## src/rtl/chan_sel_mux.sv

```systemverilog
// chan_sel_mux: N-channel, W-bit registered selector with valid/ready flow control.
//
// Picks one producer channel per cycle, either by a host-driven index (mode=0) or by
// round-robin arbitration among requesting channels (mode=1). The chosen word is
// loaded into a single output register that handshakes with one consumer.
//
// Ports
//   clk        rising-edge clock
//   rst_n      asynchronous active-low reset
//   in_data    CH*WIDTH flattened channel data, channel k at [k*WIDTH +: WIDTH]
//   in_valid   per-channel request
//   in_ready   per-channel accept (combinational, at most one bit high)
//   mode       0 = fixed select, 1 = round-robin
//   sel        channel index used in fixed-select mode
//   out_data   registered selected word
//   out_chan   registered index of the channel that produced out_data
//   out_valid  output register holds a word
//   out_ready  consumer accept
module chan_sel_mux #(
   parameter int unsigned WIDTH = 16,
   parameter int unsigned CH    = 8
) (
   input  logic                  clk,
   input  logic                  rst_n,
   input  logic [CH*WIDTH-1:0]   in_data,
   input  logic [CH-1:0]         in_valid,
   output logic [CH-1:0]         in_ready,
   input  logic                  mode,
   input  logic [$clog2(CH)-1:0] sel,
   output logic [WIDTH-1:0]      out_data,
   output logic [$clog2(CH)-1:0] out_chan,
   output logic                  out_valid,
   input  logic                  out_ready
);

   localparam int unsigned SW = $clog2(CH);

   logic [WIDTH-1:0] out_data_q, out_data_d;
   logic [SW-1:0]    out_chan_q, out_chan_d;
   logic             out_valid_q, out_valid_d;
   logic [SW-1:0]    last_grant_q, last_grant_d;

   logic [SW-1:0]    cand;
   logic             cand_ok;
   logic             free;
   logic             xfer;
   logic [WIDTH-1:0] cand_data;

   assign free = !out_valid_q || out_ready;

   // Candidate selection. Round-robin search starts one past the last grant and wraps
   // through the last grant itself; CH is a power of two so SW-bit addition wraps.
   always_comb begin
      logic [SW-1:0] idx;
      cand    = '0;
      cand_ok = 1'b0;
      idx     = '0;
      if (!mode) begin
         cand    = sel;
         cand_ok = 1'b1;
      end else begin
         for (int unsigned i = 1; i <= CH; i++) begin
            idx = last_grant_q + SW'(i);
            if (!cand_ok && in_valid[idx]) begin
               cand    = idx;
               cand_ok = 1'b1;
            end
         end
      end
   end

   always_comb begin
      in_ready = '0;
      if (free && cand_ok) begin
         in_ready[cand] = 1'b1;
      end
   end

   assign xfer = free && cand_ok && in_valid[cand];

   always_comb begin
      cand_data = '0;
      for (int unsigned k = 0; k < CH; k++) begin
         if (cand == SW'(k)) begin
            cand_data = in_data[k*WIDTH +: WIDTH];
         end
      end
   end

   always_comb begin
      out_data_d   = out_data_q;
      out_chan_d   = out_chan_q;
      out_valid_d  = out_valid_q;
      last_grant_d = last_grant_q;
      if (xfer) begin
         out_data_d   = cand_data;
         out_chan_d   = cand;
         out_valid_d  = 1'b1;
         last_grant_d = cand;
      end else if (free) begin
         // Word consumed (or register empty) and nothing new to load.
         out_valid_d = 1'b0;
      end
   end

   always_ff @(posedge clk or negedge rst_n) begin
      if (!rst_n) begin
         out_data_q   <= '0;
         out_chan_q   <= '0;
         out_valid_q  <= 1'b0;
         last_grant_q <= SW'(CH - 1);
      end else begin
         out_data_q   <= out_data_d;
         out_chan_q   <= out_chan_d;
         out_valid_q  <= out_valid_d;
         last_grant_q <= last_grant_d;
      end
   end

   assign out_data  = out_data_q;
   assign out_chan  = out_chan_q;
   assign out_valid = out_valid_q;

endmodule

```

## config.mk

```make
export PLATFORM = sky130hd
export DESIGN_NAME = chan_sel_mux
export DESIGN_NICKNAME = d
export VERILOG_FILES = /design/src/rtl/chan_sel_mux.sv
export SDC_FILE = /design/constraint.sdc
export NUM_CORES = 1
export LEC_CHECK = 0
export ABC_AREA = 0
export CAP_MARGIN = 20
export CORE_MARGIN = 2
export CORE_UTILIZATION = 40
export CTS_CLUSTER_SIZE = 24
export DETAILED_ROUTE_END_ITERATION = 12
export PLACE_DENSITY = 0.8
export SYNTH_ARGS = -nofsm -noshare
export SYNTH_HDL_FRONTEND = slang
export SYNTH_SLANG_ARGS = --single-unit
```

## constraint.sdc

```tcl
create_clock -name clk -period 9.05 [get_ports clk]
set_input_delay 1.81 -clock clk [delete_from_list [all_inputs] [get_ports clk]]
set_output_delay 1.81 -clock clk [all_outputs]
set_load 0.02 [all_outputs]
```

==> qor.csv, run 1 <==
stage,metric,value,unit
power_and_ir_drop,p_sw_frac,0.477,
worst_setup_path,critical_path.reg2reg.endpoint,out_data[8]$_DFFE_PN0P_,
timing,fin_skew,0.00762,ns
hold_path,hp-class,register to register,
placement,place_ws,1.31,ns
yosys,syn-cell-area,3470,um2
status,status,"finished, final reports clean",
yosys,yosys-top-cells-count,"mux2i_1 (95), mux2_2 (25), dfrtp_1 (20)",
worst_setup_path,endpoint_kind,output pin,
worst_setup_path,worstPathArrival,5.99,ns
yosys,avgSynthCellArea,9.73,um2
yosys,synth_seq_area_share,0.167,
layout,drive_gt1_frac,0.141,
timing,timing.fmax,128,MHz
hold_path,hold_end,out_chan[0]$_DFFE_PN0P_,
die,die_y,97.2,um
detailed_routing,viasPerCell,5.59,
clock_network,htree_levels,1,
detailed_routing,routed_wl,11000,um
worst_setup_path,startpoint,in_valid[6],
power_and_ir_drop,seq_power_share,0.115,
layout,nets,658,
timing,fin_crit_sh,0.862,
die,io_pins,171,
layout,instances_no_fill,617,
clock_network,cts_hold_repair.buffers,0,
placement,dp.final_hpwl,9010,um
clock_network,cts_resized,0,
detailed_routing,drc_errors,0,
yosys,synthTopCellsByArea,"mux2i_1 (27%), dfrtp_1 (14%), mux2_2 (8.1%)",
clock_network,post-cts-setup-buffers,0,
clock_network,cts_buffer_depth,2,
worst_setup_path,critical_path.max_fanout,13,
global_route,antenna_found_initial,0,
power_and_ir_drop,switchingPower,0.00103,W
power_and_ir_drop,internal_power,0.00113,W
clock_network,cts_root_buf,clkbuf_8,
timing,fin_ws,1.25,ns
yosys,yosys_warnings,0,
timing,relSlewSlack,0.298,
power_and_ir_drop,power.density_cell_area,412,nW/um2
layout,fin_util,0.632,
detailed_routing,ant_nets,0,
global_route,grt_usage,0.228,
die,die_area,9440,um2
placement,dp.cells,612,
clock_network,clk_latency,0.26,ns
yosys,yosys.area.top_type,mux2i_1,
hold_path,hp-start,out_chan[0]$_DFFE_PN0P_,
die,core_area,8300,um2
worst_setup_path,reg2reg_depth,14,
power_and_ir_drop,pwr-share-clk,0.030,
clock_network,clk_pin_slew,0.09,ns
clock_network,cts_tree,built,
timing,report.final.hold_viol_count,0,
die,start_util,0.418,
yosys,synthCells,357,
power_and_ir_drop,combPwrFrac,0.856,
layout,n_antenna_cell,0,
yosys,syn_nets,502,
yosys,synth-edff-count,0,
yosys,synthFlopType,dfrtp_1,
timing,fin_crit,7.80,ns
placement,routabilityCongestion,0.957,
timing,setup_viol,0,
timing,setup_tns,0,ns
global_route,grt_max_degree,60,
global_route,grt_pass1_wl,17900,um
global_route,grt_pass1_vias,3603,
timing,finalMaxSlewViolations,0,
clock_network,cts_buffers,3,
detailed_routing,drt_pre_antenna_iters,4,
run,max_cap_violations,0,
layout,synthToLayoutAreaGrowth,51.0,%
power_and_ir_drop,power.leakage,2.22,nW
detailed_routing,drtIter0Drc,139,
yosys,ys_seq_elements,23,
timing,tightest_slew,1.05,ns
hold_path,hold_path_depth,1,
worst_setup_path,start_kind,input pin,
worst_setup_path,r2r-start,last_grant_q[0]$_DFFE_PN1P_,
clock_network,cts_num_sinks,23,
power_and_ir_drop,ir_drop,0.172,mV
layout,nFillCells,656,
yosys,yosysTopAreaCellShare,0.274,
timing,rsz0062_at_grt,false,
die,rows,33,
worst_setup_path,cp.required,7.24,ns
global_route,grt-ovfl-total,0,
worst_setup_path,crit_type,input pin to output pin,
yosys,synthArstFlopShare,1.00,
detailed_routing,wire_per_inst,17.8,um
placement,io_buffer_count,170,
yosys,synthMostInstantiatedCell,mux2i_1,
detailed_routing,num_vias,3451,
yosys,yosysUniqueCellTypes,63,
worst_setup_path,rrSetupSlack,2.87,ns
die,die_w,97.2,um
==> through the flow <==
stage          hold slack (ns)  power [W]  instance area (um2)
2_1_floorplan            0.607    0.00168                 3470
3_3_place_gp             0.490    0.00209                 5180
3_5_place_dp             0.497    0.00210                 5180
4_1_cts                  0.523    0.00217                 5230
5_1_grt                  0.531    0.00232                 5240
6_report                 0.516    0.00216                 5240
==> area by class of cell <==
class	count	area, um2	area share
Clock buffer	3	41.3	0.00787
Clock inverter	1	7.51	0.00143
Inverter	13	48.8	0.00931
Multi-Input combinational cell	295	2670	0.510
Sequential cell	23	579	0.110
Tap cell	105	131	0.0251
Timing Repair Buffer	177	1760	0.336
==> power by group through the flow <==
stage / combinational (W) / sequential, W / clock, W
CTS: 0.00186 / 0.000249 / 0.0000666
floorplan: 0.00143 / 0.000256 / 0
detailed placement: 0.00185 / 0.000249 / 0
global route: 0.00199 / 0.000259 / 0.0000700
global placement: 0.00184 / 0.000248 / 0
finish: 0.00185 / 0.000248 / 0.0000642
==> cells by family after synthesis <==
| kind of cell | count (synthesis) | synth area share |
|---|---|---|
| xor+xnor | 6 | 0.0151 |
| flops | 23 | 0.167 |
| mux | 145 | 0.478 |
| simple gates | 81 | 0.123 |
| compound gates | 61 | 0.145 |
| fa+ha+maj | 2 | 0.00721 |
| buf+inv | 39 | 0.0645 |
==> worst max-delay path by stage <==
stage / to / slack [ns] / depth (start not counted)
final: in_ready[7] / 1.25 / 11
after global routing: in_ready[7] / 1.01 / 11
after CTS: in_ready[7] / 1.30 / 11
after detailed placement: in_ready[7] / 1.31 / 11
after global placement: in_ready[7] / 1.53 / 11
after floorplan: in_ready[0] / 2.48 / 10
==> cell usage in the layout (no fill, tap or decap), types with 2 or more instances in the layout <==
cell / instances
clkbuf_8: 3
inv_1: 12
and3_1: 9
mux2_2: 25
or4_1: 4
clkdlybuf4s50_1: 170
nand2b_1: 3
dfstp_2: 3
mux2i_1: 95
or3_1: 4
nor2_1: 15
o211ai_1: 7
mux4_2: 9
o41ai_1: 3
a2111oi_0: 3
xnor2_1: 3
nand2_1: 19
nor3_1: 13
o21ai_0: 8
a211oi_1: 2
o31a_1: 2
a21oi_1: 5
nor3_2: 2
mux2_1: 4
dfrtp_1: 20
xor2_1: 3
ha_1: 2
a32o_1: 2
a211o_1: 3
nor4_1: 2
mux2_4: 12
o311ai_0: 2
buf_4: 6
a21boi_0: 6
and2_1: 2
==> registers in the layout, indices dropped and copies added (netlist names) <==
register,count
last_grant_q,3
out_valid,1
out_data,16
out_chan,3
==> critical path, stage by stage <==
cell	delay (ns)
clkdlybuf4s50_1	0.53
mux2_1	0.38
mux4_2	0.56
or3_4	0.45
nor2_1	0.21
o311ai_0	0.20
o311ai_1	0.13
buf_4	0.22
nand2_1	0.23
nor4b_1	0.55
clkdlybuf4s50_1	0.70
==> metal layers <==
layer / vias up / wire (um) / global-route usage
met5: - / 0 / 0
met4: 0 / 297 / 0.0758
met3: 18 / 727 / 0.0353
met2: 170 / 5600 / 0.417
met1: 1580 / 4380 / 0.270
li1: 1683 / - / -
(Power assumes the default switching activity.)
==> inputs of run 2 (changes only) <==
DONT_BUFFER_PORTS = 1   (was unset)
PLACE_DENSITY = unset   (was 0.8)
clock period = 8 ns   (was 9.05 ns; I/O delays follow)
==> run 2 against run 1 <==
Net effect: sequential share of layout area is 5.4 points higher; non-clock buffer count is 171 lower; final area is 33% lower; count of clock-buffer cells in the layout stayed put; critical path type is now register to output pin; critical endpoint is now in_ready[2]; highest routed layer unchanged.
==> qor.csv, run 2 (synthesized netlist as in run 1, its figures left out) <==
stage,metric,value,unit
clock_network,cts_root_buf,clkbuf_8,
timing,fin_crit,6.58,ns
layout,final_common_cell,mux2i_1,
global_route,grt-ovfl-total,0,
placement,dp.cells,442,
worst_setup_path,cp_top_family,compound AO/OA/AOI/OAI gates,
worst_setup_path,critical_path.max_fanout,30,
die,io_pins,171,
clock_network,cts_tree,built,
layout,drive_gt1_frac,0.208,
layout,nets,487,
global_route,grt_pass1_vias,2834,
timing,rsz0062_at_grt,false,
die,die_area,9440,um2
clock_network,htree_levels,1,
detailed_routing,routed_wl,9290,um
clock_network,cts_num_sinks,23,
detailed_routing,viasPerCell,6.35,
worst_setup_path,start_kind,register,
power_and_ir_drop,ir_drop,0.308,mV
die,die_y,97.2,um
timing,relSlewSlack,0.420,
layout,synthToLayoutAreaGrowth,1.59,%
clock_network,clk_latency,0.26,ns
timing,finalMaxSlewViolations,0,
detailed_routing,drtIter0Drc,110,
worst_setup_path,crit_type,register to output pin,
global_route,grt_usage,0.185,
die,core_area,8300,um2
worst_setup_path,cp_num_buf_inv,3,
timing,tightest_slew,0.859,ns
placement,io_buffer_count,0,
hold_path,hold_path_depth,2,
power_and_ir_drop,power.leakage,1.55,nW
global_route,grt_max_degree,58,
status,status,"finished, final reports clean",
timing,fin_crit_sh,0.823,
timing,fin_skew,0.00337,ns
timing,report.final.hold_viol_count,0,
layout,n_antenna_cell,0,
layout,nFillCells,827,
worst_setup_path,worstPathArrival,4.98,ns
worst_setup_path,cp.required,6.40,ns
layout,largest_reg_flops,16,
timing,setup_viol,0,
die,rows,33,
layout,multi_input_area,2670,um2
timing,timing.fmax,152,MHz
hold_path,hp-class,register to register,
layout,instances_no_fill,446,
power_and_ir_drop,power.density_cell_area,627,nW/um2
run,max_cap_violations,0,
timing,setup_tns,0,ns
worst_setup_path,cpPeakStageDelay,0.87,ns
clock_network,clk_pin_slew,0.09,ns
worst_setup_path,cp_cell_sequence,inv_2 -> ha_1 -> mux2_2 -> nor3_1 -> a211oi_1 -> mux2i_1 -> nor3_1 -> o311ai_1 -> buf_4 -> and2_2 -> buf_4 -> nand2_1 -> nor2_1,
global_route,antenna_found_initial,0,
detailed_routing,ant_nets,0,
clock_network,cts_resized,0,
worst_setup_path,reg2reg_depth,15,
placement,routabilityCongestion,0.926,
detailed_routing,num_vias,2834,
clock_network,post-cts-setup-buffers,0,
detailed_routing,wire_per_inst,20.8,um
detailed_routing,drc_errors,0,
die,start_util,0.418,
placement,dp.final_hpwl,7410,um
layout,final_cell_mix,"mux2i_1 (95), mux2_2 (25), dfrtp_1 (20), nand2_1 (19), nor2_1 (15)",
worst_setup_path,crit_cells,13,
worst_setup_path,slowest_stage,dfstp_2,
die,die_w,97.2,um
worst_setup_path,endpoint_kind,output pin,
clock_network,cts_buffers,3,
global_route,grt_pass1_wl,14600,um
layout,seqCellArea,579,um2
clock_network,cts_buffer_depth,2,
clock_network,cts_hold_repair.buffers,0,
detailed_routing,drt_pre_antenna_iters,4,
## run 2: cell count changes in the layout (fill, tap and decap cells not counted), sizes merged
cell	previous run	this run
clkdlybuf4s50	170	0
buf	7	6
## run 2: final cells by class
| class | count | share of cell area |
|---|---|---|
| multi-input combinational | 295 | 0.758 |
| clock inverter | 1 | 0.00213 |
| sequential | 23 | 0.164 |
| clock buffer | 3 | 0.0117 |
| inverter | 13 | 0.0138 |
| tap | 105 | 0.0372 |
| timing repair buffer | 6 | 0.0128 |
## run 2: worst reg2reg max path, cell delays in order, from the launching register on
cell      delay (ns)
dfstp_2         0.87
inv_2           0.22
ha_1            0.56
mux2_2          0.27
nor3_1          0.08
a211oi_1        0.75
mux2i_1         0.30
nor3_1          0.08
o311ai_1        0.29
buf_4           0.22
and2_2          0.15
buf_4           0.40
nor3_2          0.16
o31ai_4         0.62
buf_4           0.40
mux2_2          0.37
## run 2: per-stage QoR
stage,power [W],worst slack [ns],instance area (um2),hold slack [ns],util
after floorplan,0.00190,1.85,3470,0.607,-
after global placement,0.00213,1.66,3480,0.636,0.419
after detailed placement,0.00215,1.66,3480,0.647,0.419
after CTS,0.00223,1.34,3530,0.660,0.425
after global routing,0.00238,1.00,3530,0.674,0.425
final,0.00221,1.42,3530,0.658,0.425
## run 2: worst paths after layout
check	slack, ns	startpoint	end
min in group asynchronous	1.02	rst_n	out_data[1]$_DFFE_PN0P_
hold reg to reg	0.66	out_data[6]$_DFFE_PN0P_	out_data[6]$_DFFE_PN0P_
max in group asynchronous	6.81	rst_n	last_grant_q[2]$_DFFE_PN1P_
hold / removal	0.66	out_data[6]$_DFFE_PN0P_	out_data[6]$_DFFE_PN0P_
setup reg to reg	2.15	last_grant_q[0]$_DFFE_PN1P_	out_chan[0]$_DFFE_PN0P_
setup / recovery	1.42	last_grant_q[0]$_DFFE_PN1P_	in_ready[2]
## run 2: report_power, final
part | internal (W) | switching, W
combinational | 0.000866 | 0.000911
clock | 0.0000352 | 0.0000400
sequential | 0.000195 | 0.000167
## run 2: per-layer routing
metal / global-route usage / vias up / routed length, um
met5: 0 / - / 0
met4: 0.0347 / 0 / 48
met3: 0.0324 / 4 / 631
met2: 0.330 / 123 / 4720
met1: 0.235 / 1361 / 3890
li1: - / 1346 / -
